**config.mk**
```make
export PLATFORM = sky130hd
export DESIGN_NAME = imm_gen_pipe
export DESIGN_NICKNAME = d
export VERILOG_FILES = /design/src/rtl/imm_gen_pipe.sv
export SDC_FILE = /design/constraint.sdc
export NUM_CORES = 1
export LEC_CHECK = 0
export CAP_MARGIN = 20
export CORE_MARGIN = 8
export CORE_UTILIZATION = 33
export CTS_BUF_LIST = sky130_fd_sc_hd__clkbuf_8
export CTS_CLUSTER_DIAMETER = 40
export DETAILED_ROUTE_END_ITERATION = 8
export PLACE_DENSITY = 0.65
export SLEW_MARGIN = 20
export SYNTH_ARGS = -nofsm -noshare
export SYNTH_HDL_FRONTEND = slang
export SYNTH_SLANG_ARGS = --single-unit
```
**constraint.sdc**
```tcl
create_clock -name CLK -period 3 [get_ports CLK]
set_input_delay 0.6 -clock CLK [delete_from_list [all_inputs] [get_ports CLK]]
set_output_delay 0.6 -clock CLK [all_outputs]
set_load 0.02 [all_outputs]
```
**src/rtl/imm_gen_pipe.sv**
```systemverilog
// RV32/RV64 immediate decode and extend, carried through PIPE_DEPTH registered stages.
// Latency PIPE_DEPTH cycles; stall holds every stage and drops inputs, flush clears all and wins over stall.
module imm_gen_pipe #(
    parameter int XLEN       = 32,
    parameter int PIPE_DEPTH = 1
) (
    input  logic            CLK,
    input  logic            RESET,
    input  logic [31:0]     inst_in,
    input  logic [3:0]      imm_sel_in,
    input  logic            valid_in,
    input  logic            stall,
    input  logic            flush,
    output logic [XLEN-1:0] imm_out,
    output logic            valid_out,
    output logic            illegal_out
);

    // Format codes as defined in encordings.v; 3'd0 and 3'd7 are unused.
    localparam logic [2:0] IMM_TYPE1 = 3'd1;  // U
    localparam logic [2:0] IMM_TYPE2 = 3'd2;  // J
    localparam logic [2:0] IMM_TYPE3 = 3'd3;  // I
    localparam logic [2:0] IMM_TYPE4 = 3'd4;  // B
    localparam logic [2:0] IMM_TYPE5 = 3'd5;  // S
    localparam logic [2:0] IMM_TYPE6 = 3'd6;  // shamt

    typedef struct packed {
        logic [XLEN-1:0] imm;
        logic            vld;
        logic            illegal;
    } stage_t;

    logic [63:0] wide_imm;
    logic        ext_bit;
    logic        dec_illegal;
    stage_t      stg [PIPE_DEPTH];

    // Decode into a 64-bit value and truncate, so one table serves both XLENs.
    always_comb begin
        wide_imm    = '0;
        dec_illegal = 1'b0;
        ext_bit     = inst_in[31] & ~imm_sel_in[3];
        case (imm_sel_in[2:0])
            IMM_TYPE1: wide_imm = {{32{inst_in[31]}}, inst_in[31:12], 12'b0};
            IMM_TYPE2: wide_imm = {{43{ext_bit}}, inst_in[31], inst_in[19:12],
                                   inst_in[20], inst_in[30:21], 1'b0};
            IMM_TYPE3: wide_imm = {{52{ext_bit}}, inst_in[31:20]};
            IMM_TYPE4: wide_imm = {{51{ext_bit}}, inst_in[31], inst_in[7],
                                   inst_in[30:25], inst_in[11:8], 1'b0};
            IMM_TYPE5: wide_imm = {{52{ext_bit}}, inst_in[31:25], inst_in[11:7]};
            IMM_TYPE6: begin
                if (XLEN == 32) wide_imm = {59'b0, inst_in[24:20]};
                else            wide_imm = {58'b0, inst_in[25:20]};
            end
            default:   dec_illegal = valid_in;
        endcase
    end

    always_ff @(posedge CLK or posedge RESET) begin
        if (RESET) begin
            for (int i = 0; i < PIPE_DEPTH; i++) stg[i] <= '0;
        end else if (flush) begin
            for (int i = 0; i < PIPE_DEPTH; i++) stg[i] <= '0;
        end else if (!stall) begin
            stg[0].imm     <= wide_imm[XLEN-1:0];
            stg[0].vld     <= valid_in;
            stg[0].illegal <= dec_illegal;
            for (int i = 1; i < PIPE_DEPTH; i++) stg[i] <= stg[i-1];
        end
    end

    assign imm_out     = stg[PIPE_DEPTH-1].imm;
    assign valid_out   = stg[PIPE_DEPTH-1].vld;
    assign illegal_out = stg[PIPE_DEPTH-1].illegal;

endmodule
```
==> impl_metrics.json, run 1 <==
{
  "critPathKind": "in2reg",
  "crit_arrival_ps": 2570,
  "wl_mm": 4.65,
  "maxSlewHeadroom_pct": 37.2,
  "grt_pass1_vias": 1528,
  "fp.dieW_microns": 87.1,
  "cts_sinks": 34,
  "fin_crit_sh_pct": 78.6,
  "root_buffer": "clkbuf_8",
  "die_h_microns": 87.1,
  "ir_drop_mv": 0.191,
  "postCtsHoldBufs": 0,
  "p_switching_uw": 279,
  "drive_gt1_share_pct": 16.0,
  "crit_path_cell_trace": "clkdlybuf4s50_1 > nand2b_1 > a21oi_1 > a21oi_1 > o21ai_2",
  "avgSynthCellArea_sq_um": 9.93,
  "yosysSeqAreaShare_pct": 51.0,
  "nFillCells": 470,
  "path_delay_family": "compound AO/OA/AOI/OAI gates",
  "worst-path-buf-inv": 1,
  "crit_slowest_cell": "a21oi_1",
  "start_kind": "input pin",
  "final_cell_mix": "clkdlybuf4s50_1, dfrtp_1, nand2_1, a21oi_1, o21ai_2",
  "gp_congestion": 0.731,
  "critPathRequiredTime_ps": 3210,
  "worst_pin_slew_ps": 943,
  "finalHoldViolCount": 0,
  "hp-class": "reg2reg",
  "rsz0062_at_grt": "no",
  "seq_power_share_pct": 44.5,
  "clock_skew_ps": 0,
  "grt-ovfl-total": 0,
  "critPathCaptureType": "flip-flop",
  "synth_area_sq_mm": 0.00167,
  "fmax_ghz": 0.424,
  "placed_cell_area_sq_mm": 0.00241,
  "cap_violations": 0,
  "postSynthCellCount": 168,
  "layout_commonest_cell": "clkdlybuf4s50_1",
  "synthArstFlopShare_pct": 100,
  "drcViolationCount": 0,
  "cts_resized": 0,
  "die_area_sq_mm": 0.00758,
  "synth_cell_types": 29,
  "antenna_left": 0,
  "fin_setup_tns_ps": 0,
  "p_int_uw": 808,
  "final_core_util_pct": 50.7,
  "vias_per_cell": 4.77,
  "start_util_pct": 33.5,
  "numPortBuffers": 67,
  "core_sq_mm": 0.00498,
  "clk_latency_ps": 290,
  "wl_per_cell_microns": 15.2,
  "dpl.cell_count": 299,
  "areaGrowthSynthToFinish_pct": 51.2,
  "cp_max_fo": 11,
  "drt_iter0_markers": 45,
  "slew_viol_final": 0,
  "swShare_pct": 25.6,
  "fin_cells": 307,
  "nNetsFinal": 277,
  "first_pass_iters": 4,
  "antenna_found_initial": 0,
  "crit_top_cell": "a21oi_1",
  "outcome": "finished, final reports clean",
  "power.clock.fraction_pct": 36.4,
  "ioPinCount": 75,
  "cts_tree": "done",
  "hpwl_mm": 3.37,
  "cts_buffer_depth": 2,
  "combPwrFrac_pct": 19.1,
  "leakage_nw": 1.03,
  "syn_nets": 209,
  "period_needed_ps": 2360,
  "cts_setup_buffers": 0,
  "slowest_delay_ps": 790,
  "num_vias": 1463,
  "grt_pass1_wl_mm": 7.81,
  "synth_edf_count": 0,
  "grt_max_degree": 35,
  "ys_dominant_reg_cell": "dfrtp_1",
  "cts_made_buffers": 5,
  "yosys_warnings": 0,
  "fp-row-count": 26,
  "finalSetupViolCount": 0,
  "clk_pin_slew_ps": 60,
  "stdcell_area_sq_mm": 0.00252,
  "ys_ff_latch": 34,
  "setup_slack_ps": 643,
  "htree_levels": 2,
  "pre_cts_slack_ps": 338,
  "track_usage_pct": 13.1,
  "n_antenna_cell": 0,
  "p_per_area_mw_per_mm2": 431
}
[worst reg2reg max path, delay by kind of cell (launching register included)]
family           cells  cell delay, ps
AO/OA/AOI/OAI        1             180
flip-flops           1             380
AND/OR/NAND/NOR      1              60
[area by class of cell]
class / count / area (sq um) / area share, %
clock buffers: 8 / 110 / 4.37
flip-flops and latches: 34 / 851 / 33.7
inverters: 2 / 7.51 / 0.298
multi-input cells: 120 / 737 / 29.2
well taps: 70 / 87.6 / 3.47
repair buffers: 73 / 728 / 28.9
[cells by family (layout without fill, tap and decap cells)]
group / after synthesis / count (layout) / share of synthesized area [%]
buf+inv: 14 / 83 / 4.95
simple gates: 49 / 49 / 13.7
mux: 2 / 2 / 1.20
xor+xnor: 1 / 1 / 0.525
flops: 34 / 34 / 51.0
compound gates: 68 / 68 / 28.7
[cells in the mapped netlist (2+ instances only)]
cell | count | area, sq um
inv_1 | 2 | 7.51
a22oi_1 | 5 | 37.5
nor2_1 | 5 | 18.8
nand2b_1 | 4 | 25.0
clkbuf_1 | 5 | 18.8
a21boi_0 | 2 | 15.0
mux2i_1 | 2 | 20.0
buf_2 | 3 | 15.0
dfrtp_1 | 34 | 851
o21ai_2 | 21 | 184
nand3b_1 | 3 | 22.5
o21ai_0 | 6 | 30.0
nor2b_1 | 4 | 25.0
nand2_1 | 29 | 109
buf_6 | 3 | 33.8
a22o_1 | 6 | 52.6
a21oi_1 | 22 | 110
[path summary, 6_finish.rpt]
check / slack [ps] / end / depth (start not counted) / from
worst max-delay path: 640 / imm_out[23] / 5 / imm_sel_in[2]
worst min-delay path: 470 / imm_out[1] / 2 / imm_out[1]
worst max register to register: 2280 / illegal_out / 2 / illegal_out
worst min register to register: 470 / imm_out[1] / 2 / imm_out[1]
max in group asynchronous: 1960 / imm_out[23] / 3 / RESET
min in group asynchronous: 720 / imm_out[28] / 3 / RESET
[through the flow]
stage | total power, mW | hold slack, ps
2_1_floorplan | 0.597 | 590
3_3_place_gp | 0.700 | 459
3_5_place_dp | 0.702 | 466
4_1_cts | 1.10 | 481
5_1_grt | 1.14 | 503
6_report | 1.09 | 475
[flip-flops by register name, summed over array words and instances (netlist names)]
register / count
imm_out: 32
illegal_out: 1
valid_out: 1
[metal layers]
metal	track usage, %	wire length [microns]	part of all wire, %
met5	0	0	0
met4	4.38	45	0.97
met3	5.38	385	8.3
met2	20.2	2180	47
met1	16.1	2040	44
[power groups by stage]
| stage | sequential [mW] | clock, mW | combinational (mW) |
|---|---|---|---|
| finish | 0.483 | 0.395 | 0.208 |
| global route | 0.485 | 0.429 | 0.227 |
| CTS | 0.483 | 0.409 | 0.211 |
| detailed placement | 0.492 | 0 | 0.210 |
| global placement | 0.492 | 0 | 0.209 |
| floorplan | 0.512 | 0 | 0.0846 |
Note: power is estimated with default switching activity, not from simulation.
==> inputs of run 2 (changes only) <==
==> constraint.sdc (replaced) <==
create_clock -name CLK -period 2.4 [get_ports CLK]
set_input_delay 0.48 -clock CLK [delete_from_list [all_inputs] [get_ports CLK]]
set_output_delay 0.48 -clock CLK [all_outputs]
set_load 0.02 [all_outputs]
==> impl_metrics.json, run 2 (synthesis gave the netlist of run 1 again) <==
{
  "ir_drop_mv": 0.246,
  "outcome": "finished, final reports clean",
  "finalSetupViolCount": 0,
  "start_kind": "input pin",
  "core_sq_mm": 0.00498,
  "cap_violations": 0,
  "cts_resized": 0,
  "grt_pass1_vias": 1508,
  "leakage_nw": 1.04,
  "cts_tree": "done",
  "p_int_mw": 1.01,
  "grt_pass1_wl_mm": 7.51,
  "cts_setup_buffers": 0,
  "p_per_area_mw_per_mm2": 536,
  "critPathKind": "in2reg",
  "fmax_ghz": 0.518,
  "grt_use_met3_pct": 5.00,
  "p_switching_uw": 347,
  "die_h_microns": 87.1,
  "grt_max_degree": 35,
  "maxSlewHeadroom_pct": 60.1,
  "nNetsFinal": 280,
  "areaGrowthSynthToFinish_pct": 51.8,
  "crit_arrival_ps": 2140,
  "drt_iter0_markers": 16,
  "cts_sinks": 34,
  "final_cell_mix": "clkdlybuf4s50_1, dfrtp_1, nand2_1, a21oi_1, o21ai_2",
  "critPathRequiredTime_ps": 2610,
  "drive_gt1_share_pct": 17.1,
  "swShare_pct": 25.6,
  "combPwrFrac_pct": 19.1,
  "pre_cts_slack_ps": 192,
  "fp-row-count": 26,
  "fin_setup_tns_ps": 0,
  "die_area_sq_mm": 0.00758,
  "hpwl_mm": 3.37,
  "fp.dieW_microns": 87.1,
  "gp_congestion": 0.718,
  "setup_slack_ps": 469,
  "antenna_left": 0,
  "hp-class": "reg2reg",
  "htree_levels": 2,
  "num_vias": 1488,
  "critPathCaptureType": "flip-flop",
  "grt_use_met1_pct": 15.2,
  "wl_per_cell_microns": 14.7,
  "fin_crit_sh_pct": 80.5,
  "slew_viol_final": 0,
  "rsz0062_at_grt": "no",
  "root_buffer": "clkbuf_8",
  "largest_register_ffs": 32,
  "clk_latency_ps": 280,
  "antenna_found_initial": 0,
  "vias_per_cell": 4.80,
  "clock_skew_ps": 0,
  "n_antenna_cell": 0,
  "power_mw": 1.36,
  "seq_power_share_pct": 44.5,
  "numPortBuffers": 67,
  "worst_pin_slew_ps": 598,
  "cp_max_fo": 16,
  "finalHoldViolCount": 0,
  "start_util_pct": 33.5,
  "wl_mm": 4.57,
  "power.clock.fraction_pct": 36.4,
  "cts_buffer_depth": 2,
  "grt-ovfl-total": 0,
  "cts_made_buffers": 5,
  "drcViolationCount": 0,
  "ioPinCount": 75,
  "layout_commonest_cell": "clkdlybuf4s50_1",
  "postCtsHoldBufs": 0,
  "use_met2_pct": 20.3,
  "track_usage_pct": 12.7,
  "first_pass_iters": 4,
  "busiest_layer": "met2",
  "clk_pin_slew_ps": 70,
  "period_needed_ps": 1930
}
==> run 2: metal layers <==
layer	share of wire [%]	vias to the layer above	routed length, microns
met2	46	43	2120
met4	1.2	0	55
li1	-	738	-
met3	8.4	6	382
met1	44	701	2010
met5	0	-	0
==> run 2: final timing paths <==
kind	end	slack (ps)	start	cells past startpoint
worst max register to register	illegal_out	1680	illegal_out	2
worst min-delay path	imm_out[30]	480	imm_out[30]	2
max in group asynchronous	imm_out[16]	1490	RESET	3
worst max-delay path	imm_out[24]	470	imm_sel_in[2]	6
worst min register to register	imm_out[30]	480	imm_out[30]	2
min in group asynchronous	imm_out[5]	600	RESET	3
==> run 2: through the flow <==
stage | cell area (sq um) | util (%) | hold WS (ps) | cells
after CTS | 2530 | 50.9 | 483 | 310
final | 2530 | 50.9 | 476 | 310
after floorplan | 1670 | - | 546 | 168
after global routing | 2530 | 50.9 | 493 | 310
after detailed placement | 2420 | 48.6 | 468 | 302
after global placement | 2420 | 48.6 | 460 | 302
==> run 2: layout make-up <==
type / count / area, sq um
Clock buffer: 8 / 110
Fill cell: 481 / 2450
Inverter: 2 / 7.51
Multi-Input combinational cell: 120 / 737
Sequential cell: 34 / 851
Tap cell: 70 / 87.6
Timing Repair Buffer: 76 / 738
==> run 2: power by group through the flow <==
| stage | Sequential (mW) | Clock [mW] | Combinational [mW] |
|---|---|---|---|
| after floorplan | 0.640 | 0 | 0.106 |
| after global placement | 0.615 | 0 | 0.262 |
| after detailed placement | 0.615 | 0 | 0.263 |
| after CTS | 0.604 | 0.511 | 0.263 |
| after global routing | 0.606 | 0.532 | 0.284 |
| final | 0.604 | 0.494 | 0.259 |
==> run 2: critical path, cell delays in order <==
cell             delay [ps]
clkdlybuf4s50_1         650
or2_4                   210
o21ai_2                  50
or3_1                   330
buf_4                   230
o21ai_0                 180
==> inputs of run 3 (changes only) <==
--- a/config.mk
+++ b/config.mk
@@ -11,7 +11,7 @@
 export CTS_BUF_LIST = sky130_fd_sc_hd__clkbuf_8
 export CTS_CLUSTER_DIAMETER = 40
 export DETAILED_ROUTE_END_ITERATION = 8
-export PLACE_DENSITY = 0.65
+export PLACE_DENSITY = 0.67
 export SLEW_MARGIN = 20
 export SYNTH_ARGS = -nofsm -noshare
 export SYNTH_HDL_FRONTEND = slang
==> constraint.sdc (replaced) <==
create_clock -name CLK -period 1.75 [get_ports CLK]
set_input_delay 0.35 -clock CLK [delete_from_list [all_inputs] [get_ports CLK]]
set_output_delay 0.35 -clock CLK [all_outputs]
set_load 0.02 [all_outputs]
==> impl_metrics.json, run 3 (synthesis gave the netlist of run 1 again) <==
{
  "power_mw": 1.81,
  "critPathRequiredTime_ps": 1950,
  "r2r_setup_slack_ps": 1040,
  "period_needed_ps": 1650,
  "placed_cell_area_sq_mm": 0.00256,
  "p_per_area_mw_per_mm2": 679,
  "fin_crit_sh_pct": 94.2,
  "start_util_pct": 33.5,
  "drcViolationCount": 0,
  "finalHoldViolCount": 0,
  "layout_commonest_cell": "clkdlybuf4s50_1",
  "cts_buffer_depth": 2,
  "critPathCaptureType": "flip-flop",
  "setup_slack_ps": 101,
  "cts_tree": "done",
  "drive_gt1_share_pct": 22.0,
  "cp_max_fo": 22,
  "areaGrowthSynthToFinish_pct": 59.6,
  "root_buffer": "clkbuf_8",
  "n_antenna_cell": 0,
  "vias_per_cell": 4.70,
  "cts_setup_buffers": 0,
  "grt_pass1_wl_mm": 7.72,
  "first_pass_iters": 4,
  "fp-row-count": 26,
  "finalSetupViolCount": 0,
  "pre_cts_slack_ps": -311,
  "rsz0062_at_grt": "no",
  "largest_register_ffs": 32,
  "cts_resized": 1,
  "cts_sinks": 34,
  "wl_mm": 4.67,
  "fin_setup_tns_ps": 0,
  "clock_skew_ps": 0,
  "final_core_util_pct": 53.5,
  "num_vias": 1524,
  "drt_iter0_markers": 45,
  "slew_viol_final": 0,
  "antenna_found_initial": 0,
  "leakage_nw": 1.12,
  "fmax_ghz": 0.606,
  "grt_max_degree": 35,
  "worstRegToRegCells": 2,
  "track_usage_pct": 13.0,
  "ir_drop_mv": 0.277,
  "worst_pin_slew_ps": 478,
  "crit_arrival_ps": 1850,
  "numPortBuffers": 67,
  "cts_made_buffers": 5,
  "stdcell_area_sq_mm": 0.00266,
  "postCtsHoldBufs": 0,
  "clk_latency_ps": 280,
  "start_kind": "input pin",
  "cap_violations": 0,
  "nNetsFinal": 294,
  "gp_congestion": 0.797,
  "die_area_sq_mm": 0.00758,
  "antenna_left": 0,
  "core_sq_mm": 0.00498,
  "final_cell_mix": "clkdlybuf4s50_1, dfrtp_1, nand2_1, o21ai_2, a21oi_1",
  "critPathKind": "in2reg",
  "ioPinCount": 75,
  "hpwl_mm": 3.51,
  "outcome": "finished, final reports clean",
  "die_h_microns": 87.1,
  "wl_per_cell_microns": 14.4,
  "maxSlewHeadroom_pct": 68.1,
  "fp.dieW_microns": 87.1,
  "grt-ovfl-total": 0,
  "htree_levels": 2,
  "grt_pass1_vias": 1502,
  "hp-class": "in2async",
  "clk_pin_slew_ps": 70,
  "r2r_start": "illegal_out",
  "timing.rr.end": "illegal_out"
}
run 3: cell types whose count changed in the layout (fill, tap and decap cells not counted), sizes merged:
cell,before,now
buf,9,23
clkbuf,8,6
clkinv,0,1
inv,2,3
run 3: report_power, final:
| part | switching, mW | total (mW) | internal (mW) |
|---|---|---|---|
| Combinational | 0.190 | 0.394 | 0.204 |
| Clock | 0.274 | 0.585 | 0.311 |
| Sequential | 0.0142 | 0.828 | 0.814 |
run 3: routing by layer:
| metal | share of wire (%) | global-route usage (%) |
|---|---|---|
| met1 | 44 | 16.2 |
| met2 | 47 | 20.4 |
| met3 | 8.0 | 4.91 |
| met4 | 1.1 | 3.75 |
| met5 | 0 | 0 |
run 3: worst max path at each step:
stage,startpoint,end,slack [ps],cells after the start
CTS,imm_sel_in[1],imm_out[15],20,7
finish,imm_sel_in[2],imm_out[24],100,6
floorplan,imm_sel_in[1],imm_out[1],320,7
global placement,imm_sel_in[2],imm_out[13],-250,6
global route,imm_sel_in[1],imm_out[1],20,6
detailed placement,imm_sel_in[2],imm_out[18],-310,6
run 3: stage by stage:
step / hold WS [ps] / instances
global route: 503 / 324
detailed placement: 465 / 316
finish: 464 / 324
CTS: 475 / 324
global placement: 461 / 316
floorplan: 416 / 168
run 3: layout make-up:
class,count,area (sq um)
Tap cell,70,87.6
Sequential cell,34,851
Timing Repair Buffer,90,881
Multi-Input combinational cell,120,743
Inverter,2,7.51
Fill cell,472,2320
Clock inverter,2,8.76
Clock buffer,6,82.6
run 3: worst max-delay path, stage by stage:
cell,delay [ps]
clkdlybuf4s50_1,550
or2_4,160
o21ai_2,50
or3_1,360
buf_12,200
o21ai_0,170
